**config.mk**
```make
export PLATFORM = sky130hd
export DESIGN_NAME = generic_stream_mux
export DESIGN_NICKNAME = d
export VERILOG_FILES = /design/src/rtl/generic_mux_pkg.sv /design/src/rtl/generic_mux.sv /design/src/rtl/rr_arbiter.sv /design/src/rtl/generic_stream_mux.sv
export SDC_FILE = /design/constraint.sdc
export NUM_CORES = 1
export LEC_CHECK = 0
export CORE_AREA = 2 2 39 41
export CTS_CLUSTER_DIAMETER = 100
export DETAILED_ROUTE_END_ITERATION = 6
export DIE_AREA = 0 0 41 43
export HOLD_SLACK_MARGIN = 0.06
export SYNTH_ARGS = -nofsm -noshare
export SYNTH_HDL_FRONTEND = slang
export SYNTH_SLANG_ARGS = --single-unit
```
**constraint.sdc**
```tcl
create_clock -name clk_i -period 1.42 [get_ports clk_i]
set_input_delay 0.426 -clock clk_i [delete_from_list [all_inputs] [get_ports clk_i]]
set_output_delay 0.426 -clock clk_i [all_outputs]
set_load 0.02 [all_outputs]
```
**src/rtl/generic_mux_pkg.sv**
```systemverilog
// Shared types and helpers for the generic stream multiplexer family.
package generic_mux_pkg;

  typedef enum logic {
    MuxSel = 1'b0,
    MuxRr  = 1'b1
  } mux_mode_e;

  // Index width; a single-input mux still carries a 1-bit index.
  function automatic int unsigned sel_width(input int unsigned n);
    return (n > 1) ? $clog2(n) : 1;
  endfunction

endpackage

```
**src/rtl/generic_mux.sv**
```systemverilog
// Combinational N:1 data multiplexer; out-of-range select yields zero.
module generic_mux
  import generic_mux_pkg::*;
#(
  parameter  int unsigned WIDTH   = 1,
  parameter  int unsigned NUMBER  = 2,
  localparam int unsigned SelectW = sel_width(NUMBER)
) (
  input  logic [SelectW-1:0] sel,
  input  logic [WIDTH-1:0]   in_data [NUMBER],
  output logic [WIDTH-1:0]   out_data
);

  always_comb begin
    out_data = '0;
    for (int unsigned i = 0; i < NUMBER; i++) begin
      if (sel == SelectW'(i)) out_data = in_data[i];
    end
  end

endmodule

```
**src/rtl/rr_arbiter.sv**
```systemverilog
// Combinational round-robin arbiter: first requester at or after ptr, wrapping.
module rr_arbiter
  import generic_mux_pkg::*;
#(
  parameter  int unsigned NUMBER  = 2,
  localparam int unsigned SelectW = sel_width(NUMBER)
) (
  input  logic [NUMBER-1:0]  req,
  input  logic [SelectW-1:0] ptr,
  output logic [NUMBER-1:0]  grant,
  output logic [SelectW-1:0] idx,
  output logic               valid
);

  logic               hi_found;
  logic [SelectW-1:0] hi_idx;
  logic [SelectW-1:0] lo_idx;

  // Wrap search split into two priority scans: indices >= ptr first, then the rest.
  always_comb begin
    hi_found = 1'b0;
    hi_idx   = '0;
    lo_idx   = '0;
    for (int unsigned i = NUMBER; i > 0; i--) begin
      if (req[i-1]) begin
        lo_idx = SelectW'(i - 1);
        if (SelectW'(i - 1) >= ptr) begin
          hi_found = 1'b1;
          hi_idx   = SelectW'(i - 1);
        end
      end
    end
  end

  assign valid = |req;
  assign idx   = hi_found ? hi_idx : lo_idx;

  always_comb begin
    grant = '0;
    for (int unsigned i = 0; i < NUMBER; i++) begin
      grant[i] = valid && (idx == SelectW'(i));
    end
  end

endmodule

```
**src/rtl/generic_stream_mux.sv**
```systemverilog
// Registered N:1 stream mux with explicit-select or round-robin arbitration.
module generic_stream_mux
  import generic_mux_pkg::*;
#(
  parameter  int unsigned WIDTH   = 1,
  parameter  int unsigned NUMBER  = 2,
  localparam int unsigned SelectW = sel_width(NUMBER)
) (
  input  logic               clk_i,
  input  logic               rst_ni,
  input  mux_mode_e          mode_i,
  input  logic [SelectW-1:0] sel_i,
  input  logic [WIDTH-1:0]   in_data_i [NUMBER],
  input  logic [NUMBER-1:0]  in_valid_i,
  output logic [NUMBER-1:0]  in_ready_o,
  output logic [WIDTH-1:0]   out_data_o,
  output logic [SelectW-1:0] out_idx_o,
  output logic               out_valid_o,
  input  logic               out_ready_i
);

  logic               load;
  logic               transfer;
  logic               gnt_any;
  logic [SelectW-1:0] gnt_idx;
  logic [NUMBER-1:0]  gnt_vec;
  logic [NUMBER-1:0]  sel_vec;
  logic [SelectW-1:0] sel_idx;
  logic [NUMBER-1:0]  rr_grant;
  logic [SelectW-1:0] rr_idx;
  logic               rr_any;
  logic [SelectW-1:0] rr_ptr;
  logic [WIDTH-1:0]   mux_data;

  // Holding reset in load keeps every input unacknowledged while rst_ni is low.
  assign load = rst_ni && (!out_valid_o || out_ready_i);

  // Out-of-range sel_i matches no index, so it can never produce a grant.
  always_comb begin
    sel_vec = '0;
    for (int unsigned i = 0; i < NUMBER; i++) begin
      sel_vec[i] = in_valid_i[i] && (sel_i == SelectW'(i));
    end
  end

  assign sel_idx = sel_i;

  rr_arbiter #(
    .NUMBER (NUMBER)
  ) u_arb (
    .req   (in_valid_i),
    .ptr   (rr_ptr),
    .grant (rr_grant),
    .idx   (rr_idx),
    .valid (rr_any)
  );

  always_comb begin
    if (mode_i == MuxRr) begin
      gnt_vec = rr_grant;
      gnt_idx = rr_idx;
      gnt_any = rr_any;
    end else begin
      gnt_vec = sel_vec;
      gnt_idx = sel_idx;
      gnt_any = |sel_vec;
    end
  end

  assign in_ready_o = gnt_vec & {NUMBER{load}};
  assign transfer   = gnt_any && load;

  generic_mux #(
    .WIDTH  (WIDTH),
    .NUMBER (NUMBER)
  ) u_mux (
    .sel      (gnt_idx),
    .in_data  (in_data_i),
    .out_data (mux_data)
  );

  always_ff @(posedge clk_i or negedge rst_ni) begin
    if (!rst_ni) begin
      out_valid_o <= 1'b0;
      out_data_o  <= '0;
      out_idx_o   <= '0;
      rr_ptr      <= '0;
    end else begin
      if (load) begin
        if (gnt_any) begin
          out_data_o  <= mux_data;
          out_idx_o   <= gnt_idx;
          out_valid_o <= 1'b1;
        end else begin
          out_valid_o <= 1'b0;
        end
      end
      if (transfer && (mode_i == MuxRr)) begin
        rr_ptr <= (gnt_idx == SelectW'(NUMBER - 1)) ? '0 : gnt_idx + SelectW'(1);
      end
    end
  end

endmodule

```
# [Word level (Yosys, flattened, before mapping)]
# Index checks and enable logic that the tools add are counted.
# Widths: inputs -> output; s select.
[word_totals] ff_bits=4 word_cells=37
[op_classes] addsub=1 order_cmp=2 mux=15 n_bitwise=3 n_reduce_logical=12
[op_table] operator="$mux 1" count=14
[op_table] operator="$logic_and 1x1->1" count=7
[op_table] operator="$reduce_or 2->1" count=2
[op_table] operator="$and 2x2->2" count=1
[op_table] operator="$ge 1x1->1 const A" count=2
[op_table] operator="$mux 2" count=1
[op_table] operator="$not 1->1" count=2
[op_table] operator="$reduce_and 2->1" count=1
[op_table] operator="$add 1x1->1 const B" count=1
[op_table] operator="$logic_not 1->1" count=1
[op_table] operator="$logic_or 1x1->1" count=1

# [Logic depth before layout (Yosys ltp)]
# Gate-level depths: netlist of run 1.
[logic_depth] depth_word=10 ltp_mapped=4 ltp_nobuf=4

# [Hierarchy]
# From an unflattened synthesis of run 1, not the netlist that was laid out.
[unflattened] cells_unflattened=32 area_unflattened_um2=317.8
[modules_own_cells] mod="generic_stream_mux" instances=1 cells_per_inst=26 area_each_um2=270.3 seq_area_each_um2=100.1
[modules_own_cells] mod="rr_arbiter" instances=1 cells_per_inst=5 area_each_um2=32.5 seq_area_each_um2=0.0
[modules_own_cells] mod="generic_mux" instances=1 cells_per_inst=1 area_each_um2=15.0 seq_area_each_um2=0.0

# [Worst setup path before layout of run 1]
# No wires, ideal clock.
[synth_path] path_type="register to output" start="reg out_valid_o" end="out in_ready_o[0]" t_arrival_ns=1.216 required_ns=0.994 slack_ns=-0.222 stages_incl_launch_ff=4 path_buffers=0 path_cell_list="dfrtp_1 -> inv_1 -> o21ai_0 -> nor3_1"
[synth_via] elab_chain_len=4
[synth_lines] item="start: declaration" line_no="generic_stream_mux.sv:18" rtl="output logic out_valid_o,"
[synth_lines] item="start signal: assignment" line_no="generic_stream_mux.sv:84" rtl="out_valid_o <= 1'b0;"
[synth_lines] item="start signal: assignment" line_no="generic_stream_mux.sv:93" rtl="out_valid_o <= 1'b1;"
[synth_lines] item="start signal: assignment" line_no="generic_stream_mux.sv:95" rtl="out_valid_o <= 1'b0;"
[synth_lines] item="$logic_not 1->1" line_no="generic_stream_mux.sv:36" rtl="assign load = rst_ni && (!out_valid_o || out_ready_i);"
[synth_lines] item="$logic_or 1x1->1" line_no="generic_stream_mux.sv:36"
[synth_lines] item="$logic_and 1x1->1" line_no="generic_stream_mux.sv:36"
[synth_lines] item="$and 2x2->2" line_no="generic_stream_mux.sv:70" rtl="assign in_ready_o = gnt_vec & {NUMBER{load}};"
[synth_lines] item="end: declaration" line_no="generic_stream_mux.sv:15" rtl="output logic [NUMBER-1:0] in_ready_o,"
# No other way between the ends.

# [Final worst setup path of run 1]
[layout_path] start="in in_valid_i[0]" end="out in_ready_o[1]"
[layout_via] elab_chain_len=5 elab_cells_between_ends=8 cone_classes="mux: 5; bitwise: 1; reduce/logical: 2"
[layout_lines] item="start: declaration" line_no="generic_stream_mux.sv:14" rtl="input logic [NUMBER-1:0] in_valid_i,"
[layout_lines] item="$mux 1" line_no="rr_arbiter.sv:25" rtl="if (req[i-1]) begin"
[layout_lines] item="$mux 1" line_no="rr_arbiter.sv:36" rtl="assign idx = hi_found ? hi_idx : lo_idx;"
[layout_lines] item="$logic_and 1x1->1 *" line_no="rr_arbiter.sv:41" rtl="grant[i] = valid && (idx == SelectW'(i));"
[layout_lines] item="$mux 2 *" line_no="generic_stream_mux.sv:59" rtl="if (mode_i == MuxRr) begin"
[layout_lines] item="$and 2x2->2 *" line_no="generic_stream_mux.sv:70"
# Every way passes the cells marked *; elsewhere a longest branch is shown, timed or not.

==> results.md, run 1 <==
* Die X-Extent at around 41 um
* Clock power frac at about a quarter
* Post-synth EDFFs at 0
* Top cell type's share of synthesized area at about 39%
* Vias per inst at 4.21
* Share of cells above drive strength 1 at around three fifths
* DRT Pass-1 Iters at 2
* I/O Pins at 14
* P&R area growth vs syn at 116%
* Leading cell types by count after synthesis: dfrtp_1, inv_1, mux2_4, nand2_1, o21ai_0
* Post-DP HPWL at approximately 530 um
* Htree depth at 1
* # DRC at 0
* Seq/Total Area, Yosys at around two fifths
* Die height at around 43 um
* Share of flip-flops with an asynchronous set or reset at 100%
* Worst hold margin at between 0.2 and 0.25 ns
* Library cells used by synthesis at 19
* Layout fillers at ~150
* Register area at approximately 100 um^2
* Most used routing layer: met2
* Critical Path Start Type: input pin
* Gate power share at around 44%
* Max_cap viols at 0
* Core area at between 1000 and 1500 um^2
* RD Place Congestion at 0.658
* Worst Slack Setup Final at -0.213 ns
* Starting Density at roughly 18%
* Full die area at around 1800 um^2
* Internal at 0.374 mW
* Initial DRC Count at 1
* Pwr Total at approximately 0.54 mW
* Dpl cell area at about 480 um^2
* Peak supply drop at slightly below 0.5 mV
* Synth area leaders: dfrtp_1, mux2_4, mux2_1, o221a_2, o21ai_0
* Multi-input logic area at around 190 um^2
* GRT met3 Usage at between 3 and 4%
* CTS tree: done
* Sw frac at about 31%
* Worst path cell trace: clkdlybuf4s15_2 > and2b_1 > a21o_1 > nor2_2 > buf_6
* Gr usage total at 10.7%
* Grt total ovfl at 0
* Mapped Nets at 35
* Final ANT Viol Nets at 0
* Synth Cell Area at 254 um^2
* Clk_lat worst skew at about 0.23 ns
* Global-route wire length before repair at 1260 um
* Final setup TNS at -0.422 ns
* CTS Buf Count at 3
* CP endpoint kind: output pin
* Max incr delay on CP at about 0.20 ns
* Clock slew at reported path FFs at around 0.040 ns
* Dpl ws at -0.950 ns
* Final setup violation count at 3
* Sequential share of power at between 20% and 30%
* Slowest stage cell, crit path: a21o_1
* Clock sink count at 4
* Longest Clk Path Bufs at 2
* Setup Crit Path Kind: in2out
* DR vias at 299
* Count leader, synth: dfrtp_1
* Synth Area per Inst at about 9.8 um^2
* Psw at around 0.17 mW
* Clk root buf: clkbuf_4
* Fin. Hold Viols at 0
* Setup Skew at 0.000910 ns
* Power per cell area at slightly below 1000 nW/um^2
* Rel. slew slack at between 80 and 90%
* Leak at 0.275 nW
* Antenna cells at 0
* Final instance area at between 500 and 600 um^2
* Cell Count Post-Placement at 64
* Top FF cell, synth: dfrtp_1
* Failing checks: setup timing
* Synth area leader: dfrtp_1
* Grt met1 use at roughly an eighth
* Vias in the first global route at between 300 and 400
* Largest net degree at the start of global routing at 6
* Row count at 14
* DRT Wirelength at roughly 750 um
* Slew Viols, Final at 0
* RSZ-0062 raised after global routing: true
* Critical Path RT at 0.99 ns
* Outcome: finished, violations left
* Antenna violations before repair at 0
* Nets at 66
* GR Util met2 at 15.6%
* Synthesis-stage register bit count at 4
* Critical path peak fanout at 3
* Non-filler cells, final at 71
* Post-Synthesis Cells at 26
* Critical path arrival at ~1.2 ns
* WL/cell at around 11 um
* Tmin final at ~1.6 ns
* Port Buf Inserts at 13
* Actual slew at the worst max-slew pin at 0.200 ns
* Fin crit share at 115%
* HP Class: in2async
* Fmax at approximately 610 MHz
* Ys Warns at 0
* Final core occ at a little under 40%
[power groups by stage]
stage	Sequential [mW]	Combinational (mW)	Clock, mW
2_1_floorplan	0.185	0.0787	0
3_3_place_gp	0.160	0.223	0
3_5_place_dp	0.160	0.224	0
4_1_cts	0.159	0.236	0.154
5_1_grt	0.162	0.260	0.163
6_report	0.159	0.241	0.144
[per-layer routing]
layer / up-vias / wire (um)
li1: 154 / -
met1: 136 / 337
met2: 9 / 358
met3: 0 / 50
met4: 0 / 0
met5: - / 0
[worst max-delay path: cells and delay by family]
kind | cells | cell delay, ns
and+or+nand+nor | 2 | 0.26
AOI/OAI and AO/OA | 1 | 0.20
buffers and inverters | 2 | 0.31
[path summary, 6_finish.rpt]
| check | cells after the start | slack, ns | startpoint | endpoint |
|---|---|---|---|---|
| max in group asynchronous | 2 | 1.07 | rst_ni | out_data_o$_DFFE_PN0P_ |
| worst min-delay path | 2 | 0.24 | rst_ni | out_valid_o$_DFFE_PN0P_ |
| min in group clk_i | 1 | 0.50 | out_data_o$_DFFE_PN0P_ | out_data_o$_DFFE_PN0P_ |
| worst max register to register | 5 | -0.07 | rr_ptr$_DFFE_PN0P_ | out_data_o$_DFFE_PN0P_ |
| worst max-delay path | 5 | -0.21 | in_valid_i[0] | in_ready_o[1] |
| worst min register to register | 1 | 0.50 | out_data_o$_DFFE_PN0P_ | out_data_o$_DFFE_PN0P_ |
[registers in the layout, indices dropped and copies added (netlist names)]
register	cells
out_valid_o	1
out_data_o	1
out_idx_o	1
rr_ptr	1
[cells in the final DEF, fill, tap and decap left out]
cell | synthesis | routed
o22ai_1 | 1 | 1
o21a_1 | 1 | 1
buf_6 | 0 | 2
and2b_1 | 1 | 1
buf_2 | 0 | 3
clkdlybuf4s15_2 | 0 | 2
o21ai_2 | 0 | 1
a21oi_1 | 1 | 1
nor3_2 | 0 | 1
inv_1 | 2 | 2
dfrtp_1 | 4 | 4
buf_4 | 0 | 13
clkbuf_4 | 0 | 3
and3_4 | 0 | 1
or2b_1 | 1 | 1
mux2_4 | 2 | 3
a31oi_1 | 1 | 1
a21o_1 | 1 | 1
clkdlybuf4s50_1 | 0 | 2
nor2_2 | 0 | 1
o21ai_0 | 2 | 1
o21ai_4 | 0 | 1
a21o_2 | 1 | 1
dlygate4sd2_1 | 0 | 4
nand2_1 | 2 | 2
o221a_4 | 0 | 1
[cells by family (layout without fill, tap and decap cells)]
group	Yosys count	count (layout)	share of synthesized area (%)
AO/OA/AOI/OAI	10	10	26.6
AND/OR/NAND/NOR	7	7	14.8
flip-flops	4	4	39.4
multiplexers	3	3	16.3
buffers and inverters	2	31	2.96
[cell type report]
cell class | instances | share of cell area, %
clock buffer | 3 | 4.10
sequential | 4 | 18.2
timing repair buffer | 26 | 38.7
inverter | 2 | 1.37
multi-input combinational | 20 | 33.9
tap | 16 | 3.64
[repair_timing]
item	in CTS	in global routing
pin swaps	4	3
setup endpoints to repair	8	4
hold buffers	0	0
setup buffers	2	2
resized for setup	38	2
Note: power is estimated with default switching activity, not from simulation.
==> run 2: changes to the inputs <==
--- a/config.mk
+++ b/config.mk
@@ -6,10 +6,12 @@
 export NUM_CORES = 1
 export LEC_CHECK = 0
 export CORE_AREA = 2 2 39 41
+export CTS_BUF_LIST = sky130_fd_sc_hd__clkbuf_8
 export CTS_CLUSTER_DIAMETER = 100
 export DETAILED_ROUTE_END_ITERATION = 6
 export DIE_AREA = 0 0 41 43
 export HOLD_SLACK_MARGIN = 0.06
+export MAX_ROUTING_LAYER = met4
 export SYNTH_ARGS = -nofsm -noshare
 export SYNTH_HDL_FRONTEND = slang
 export SYNTH_SLANG_ARGS = --single-unit
==> run 2 against run 1 <==
Effect of this change:
- the run still ends with setup timing left
- clock skew about the same
- sequential cell count unchanged
- clock power up 69%
- critical path depth down 1
- via count up 1.0%
- combinational power up 2%
- worst hold slack better by 0.021 ns
- cell area up 4.6%
- first-iteration DRC count down 100%
- critical endpoint unchanged
==> results.md, run 2 (same netlist as run 1, synthesis figures left out) <==
* Row count at 14 (unchanged)
* Most frequent cells in the layout: buf_4, buf_6, dlygate4sd2_1, dfrtp_1 (was buf_4, dlygate4sd2_1, dfrtp_1)
* Setup Skew at 0.00128 ns (was 0.000910 ns)
* Nets at 66 (unchanged)
* Clk_lat worst skew at 0.22 ns (was 0.23 ns)
* CP startpoint: rr_ptr$_DFFE_PN0P_ (was in_valid_i[0])
* HP Class: in2async (unchanged)
* Slew Viols, Final at 0 (unchanged)
* Leak at 0.286 nW (was 0.275 nW)
* # DRC at 0 (unchanged)
* DRT Pass-1 Iters at 1 (was 2)
* Power per cell area at 1130 nW/um^2 (was 990 nW/um^2)
* Final ANT Viol Nets at 0 (unchanged)
* Antenna violations before repair at 0 (unchanged)
* Final setup violation count at 3 (unchanged)
* Tmin final at 1.61 ns (was 1.63 ns)
* Starting Density at 18.4% (unchanged)
* Fin. Hold Viols at 0 (unchanged)
* Cell Count Post-Placement at 64 (unchanged)
* Cell family with most CP delay: flip-flops (was buffers and inverters)
* Reg-to-Reg Start: rr_ptr$_DFFE_PN0P_ (unchanged)
* Non-filler cells, final at 71 (unchanged)
* Slowest stage cell, crit path: dfrtp_1 (was a21o_1)
* Critical path peak fanout at 3 (unchanged)
* Largest net degree at the start of global routing at 6 (unchanged)
* Die height at 43 um (unchanged)
* Critical Path Start Type: register (was input pin)
* DRT Wirelength at 764 um (was 746 um)
* Critical path arrival at 1.18 ns (was 1.21 ns)
* CP endpoint kind: output pin (unchanged)
* WP buf/inv at 1 (was 2)
* DR vias at 302 (was 299)
* Clk root buf: clkbuf_8 (was clkbuf_4)
* Max incr delay on CP at 0.35 ns (was 0.20 ns)
* P&R area growth vs syn at 126% (was 116%)
* Grt total ovfl at 0 (unchanged)
* RD Place Congestion at 0.664 (was 0.658)
* Worst path cell trace: and2b_1 > a21o_1 > nor2_2 > buf_6 (was clkdlybuf4s15_2 > and2b_1 > a21o_1 > nor2_2 > buf_6)
* Outcome: finished, violations left (unchanged)
* CTS tree: done (unchanged)
* Commonest non-fill, non-tap cell in the layout: buf_4 (unchanged)
* Setup Crit Path Kind: reg2out (was in2out)
* I/O Pins at 14 (unchanged)
* Clock sink count at 4 (unchanged)
* Worst Slack Setup Final at -0.190 ns (was -0.213 ns)
* Port Buf Inserts at 13 (unchanged)
* Htree depth at 1 (unchanged)
* Rel. slew slack at 86.3% (was 86.7%)
* Full die area at 1760 um^2 (unchanged)
* Global-route wire length before repair at 1260 um (about the same)
* Peak supply drop at 0.419 mV (was 0.490 mV)
* Fmax at 621 MHz (was 613 MHz)
* Core area at 1380 um^2 (unchanged)
* Clock slew at reported path FFs at 0.03 ns (was 0.04 ns)
* Critical Path RT at 0.99 ns (about the same)
* Initial DRC Count at 0 (was 1)
* Max_cap viols at 0 (unchanged)
* Longest Clk Path Bufs at 2 (unchanged)
* RSZ-0062 raised after global routing: true (unchanged)
* WL/cell at 10.8 um (was 10.5 um)
* Dpl ws at -0.950 ns (unchanged)
* Antenna cells at 0 (unchanged)
* Gr usage total at 11.0% (was 10.7%)
* Actual slew at the worst max-slew pin at 0.206 ns (was 0.200 ns)
* Die X-Extent at 41 um (unchanged)
* CTS Buf Count at 3 (unchanged)
* Failing checks: setup timing (unchanged)
* Post-DP HPWL at 527 um (unchanged)
* Fin crit share at 113% (was 115%)
* Vias in the first global route at 323 (was 324)
* Vias per inst at 4.25 (was 4.21)
* Share of cells above drive strength 1 at 60.0% (unchanged)
* # hold bufs at CTS at 0 (unchanged)
[run 2: cell types whose count changed in the layout (fill, tap and decap cells not counted)]
cell | previous run | this run
clkdlybuf4s15_2 | 2 | 1
clkbuf_8 | 0 | 3
buf_6 | 2 | 4
clkbuf_4 | 3 | 0
buf_2 | 3 | 2
[run 2: per-stage QoR]
stage               TNS [ns]  hold slack [ns]  total power [mW]  utilization (%)  instance area, um^2
CTS                   -0.382            0.261             0.652             39.9                  552
global route          -0.476            0.289             0.687             41.5                  574
floorplan            -0.0186            0.130             0.263                -                  262
global placement       -3.53            0.503             0.383             34.6                  479
finish                -0.354            0.263             0.649             41.5                  574
detailed placement     -3.54            0.502             0.384             34.6                  479
[run 2: power breakdown]
group	switching, mW	leakage, nW	internal, mW
Combinational	0.106	0.217	0.140
Clock	0.0626	0.0216	0.181
Sequential	0.0149	0.0470	0.144
[run 2: cell type report]
cell class	instances	area, um^2
clock buffer	3	41.3
fill	148	810
timing repair buffer	26	219
multi-input combinational	20	186
tap	16	20.0
inverter	2	7.51
sequential	4	100
[run 2: layer usage]
layer  GRT usage (%)  vias up  share of wire [%]
li1                -      154                  -
met1            13.6      135                 43
met2            15.6       11                 48
met3            1.57        2                6.8
met4            8.00        0                2.2
met5               -        -                  0
[run 2: repair_timing]
item / 4_1_cts / 5_1_grt
gates resized for setup: 43 / 1
setup buffers: 2 / 2
pin swaps: 6 / 2
cloned: 0 / 0
endpoints found under the setup margin: 8 / 3
[run 2: final timing paths]
check | to | slack [ns] | cells after the start
hold reg to reg | out_data_o$_DFFE_PN0P_ | 0.50 | 1
max in group asynchronous | rr_ptr$_DFFE_PN0P_ | 1.05 | 2
min in group clk_i | out_data_o$_DFFE_PN0P_ | 0.50 | 1
hold / removal | out_idx_o$_DFFE_PN0P_ | 0.26 | 2
setup / recovery | in_ready_o[1] | -0.19 | 4
setup reg to reg | out_data_o$_DFFE_PN0P_ | -0.07 | 5
==> run 3: changes to the inputs <==
--- a/config.mk
+++ b/config.mk
@@ -5,13 +5,16 @@
 export SDC_FILE = /design/constraint.sdc
 export NUM_CORES = 1
 export LEC_CHECK = 0
-export CORE_AREA = 2 2 39 41
+export CELL_PAD_IN_SITES_DETAIL_PLACEMENT = 1
+export CELL_PAD_IN_SITES_GLOBAL_PLACEMENT = 2
+export CORE_MARGIN = 2
+export CORE_UTILIZATION = 18
 export CTS_BUF_LIST = sky130_fd_sc_hd__clkbuf_8
 export CTS_CLUSTER_DIAMETER = 100
 export DETAILED_ROUTE_END_ITERATION = 6
-export DIE_AREA = 0 0 41 43
 export HOLD_SLACK_MARGIN = 0.06
 export MAX_ROUTING_LAYER = met4
+export PLACE_DENSITY_LB_ADDON = 0.1
 export SYNTH_ARGS = -nofsm -noshare
 export SYNTH_HDL_FRONTEND = slang
 export SYNTH_SLANG_ARGS = --single-unit
==> run 3 against run 2 <==
Effect of this change:
- the run still ends with setup timing left
- cell area is 4.6% lower
- clock skew hardly changed
- sequential power hardly changed
- sequential share of layout area is 0.84 points higher
- via count is 0.66% higher
- critical path depth stayed put
==> results.md, run 3 (same netlist as run 1, synthesis figures left out) <==
* Outcome: finished, violations left (unchanged)
* Failing checks: setup timing (unchanged)
* # hold bufs at CTS at 0 (unchanged)
* Die X-Extent at 41.6 um (was 41 um)
* Port Buf Inserts at 13 (unchanged)
* Antenna violations before repair at 0 (unchanged)
* Worst Slack Setup Final at -0.210 ns (was -0.190 ns)
* Tmin final at 1.63 ns (was 1.61 ns)
* Critical Path RT at 0.99 ns (about the same)
* DRT Wirelength at 912 um (was 764 um)
* DRT met1 WL at 352 um (was 326 um)
* Commonest non-fill, non-tap cell in the layout: buf_4 (unchanged)
* Clock slew at reported path FFs at 0.03 ns (about the same)
* Clk_lat worst skew at 0.21 ns (was 0.22 ns)
* Dpl cell area at 463 um^2 (was 479 um^2)
* Fmax at 614 MHz (was 621 MHz)
* CTS tree: done (unchanged)
* Clk root buf: clkbuf_8 (unchanged)
* Vias per inst at 4.54 (was 4.25)
* Actual slew at the worst max-slew pin at 0.199 ns (was 0.206 ns)
* Die height at 41.6 um (was 43 um)
* Gr usage total at 11.5% (was 11.0%)
* Nets at 63 (was 66)
* P&R area growth vs syn at 116% (was 126%)
* Core area at 1320 um^2 (was 1380 um^2)
* Final ANT Viol Nets at 0 (unchanged)
* RD Place Congestion at 0.695 (was 0.664)
* Max layer used: met4 (unchanged)
* Critical Path Start Type: register (unchanged)
* Grt total ovfl at 0 (unchanged)
* Vias in the first global route at 328 (was 323)
* Initial DRC Count at 1 (was 0)
* Full die area at 1730 um^2 (was 1760 um^2)
* Setup Skew at 0.000824 ns (was 0.00128 ns)
* Most frequent cells in the layout: buf_4, buf_6, buf_2, dfrtp_1 (was buf_4, buf_6, dlygate4sd2_1, dfrtp_1)
* Longest Clk Path Bufs at 2 (unchanged)
* Post-DP HPWL at 690 um (was 527 um)
* Critical path peak fanout at 3 (unchanged)
* CTS Buf Count at 3 (unchanged)
* Leak at 0.270 nW (was 0.286 nW)
* Antenna cells at 0 (unchanged)
* Fin crit share at 115% (was 113%)
* Share of cells above drive strength 1 at 59.6% (was 60.0%)
* Starting Density at 19.3% (was 18.4%)
* Met3 wire length at 57 um (was 52 um)
* Fin. Hold Viols at 0 (unchanged)
* DRT Pass-1 Iters at 3 (was 1)
* Dpl ws at -0.980 ns (was -0.950 ns)
* Final core occ at 41.6% (was 41.5%)
* Setup Crit Path Kind: reg2out (unchanged)
* Power per cell area at 1180 nW/um^2 (was 1130 nW/um^2)
* Final setup violation count at 3 (unchanged)
* Clock sink count at 4 (unchanged)
* Critical path arrival at 1.20 ns (was 1.18 ns)
* Final instance area at 548 um^2 (was 574 um^2)
* # DRC at 0 (unchanged)
* Pwr Total at 0.646 mW (was 0.649 mW)
* Rel. slew slack at 86.7% (was 86.3%)
* CP endpoint kind: output pin (unchanged)
* Largest net degree at the start of global routing at 6 (unchanged)
* HP Class: in2async (unchanged)
* I/O Pins at 14 (unchanged)
* Htree depth at 1 (unchanged)
* Global-route wire length before repair at 1400 um (was 1260 um)
* WL/cell at 13.6 um (was 10.8 um)
* Met2 routed WL at 488 um (was 367 um)
* Worst hold margin at 0.288 ns (was 0.263 ns)
* DR vias at 304 (was 302)
* Row count at 13 (was 14)
* Peak supply drop at 0.772 mV (was 0.419 mV)
* RSZ-0062 raised after global routing: true (unchanged)
* Slew Viols, Final at 0 (unchanged)
* Max_cap viols at 0 (unchanged)
## run 3: critical path, cell delays in order (launching register included)
cell	delay, ns
dfrtp_1	0.36
and2b_1	0.21
a21o_1	0.21
nor2_2	0.09
buf_6	0.12
## run 3: routing by layer
| metal | GRT usage, % | vias to the layer above |
|---|---|---|
| li1 | - | 149 |
| met1 | 11.3 | 142 |
| met2 | 18.8 | 11 |
| met3 | 5.65 | 2 |
| met4 | 5.81 | 0 |
| met5 | - | - |
## run 3: path summary, 6_finish.rpt
kind,cells past startpoint,from,to,slack (ns)
max in group asynchronous,2,rst_ni,out_idx_o$_DFFE_PN0P_,1.03
min in group clk_i,2,out_idx_o$_DFFE_PN0P_,out_idx_o$_DFFE_PN0P_,0.51
setup reg to reg,5,rr_ptr$_DFFE_PN0P_,out_data_o$_DFFE_PN0P_,-0.09
setup / recovery,4,rr_ptr$_DFFE_PN0P_,in_ready_o[1],-0.21
hold / removal,2,rst_ni,rr_ptr$_DFFE_PN0P_,0.29
hold reg to reg,2,out_idx_o$_DFFE_PN0P_,out_idx_o$_DFFE_PN0P_,0.51
## run 3: layout make-up
type | instances | area (um^2)
Fill cell | 154 | 769
Timing Repair Buffer | 23 | 194
Multi-Input combinational cell | 20 | 186
Sequential cell | 4 | 100
Clock buffer | 3 | 41.3
Tap cell | 15 | 18.8
Inverter | 2 | 7.51
## run 3: timing repair
item	CTS	global route
resized for setup	43	5
pin swaps	6	4
setup buffers	1	2
setup endpoints to repair	8	4
## run 3: power breakdown
| group | total, mW | internal, mW | switching (mW) |
|---|---|---|---|
| registers | 0.162 | 0.144 | 0.0184 |
| logic | 0.247 | 0.138 | 0.109 |
| clock network | 0.236 | 0.180 | 0.0557 |
## run 3: metrics by stage
step | std cells | TNS [ns]
after floorplan | 26 | -0.0186
after global placement | 61 | -3.44
after detailed placement | 61 | -3.53
after CTS | 65 | -0.381
after global routing | 67 | -0.596
final | 67 | -0.440
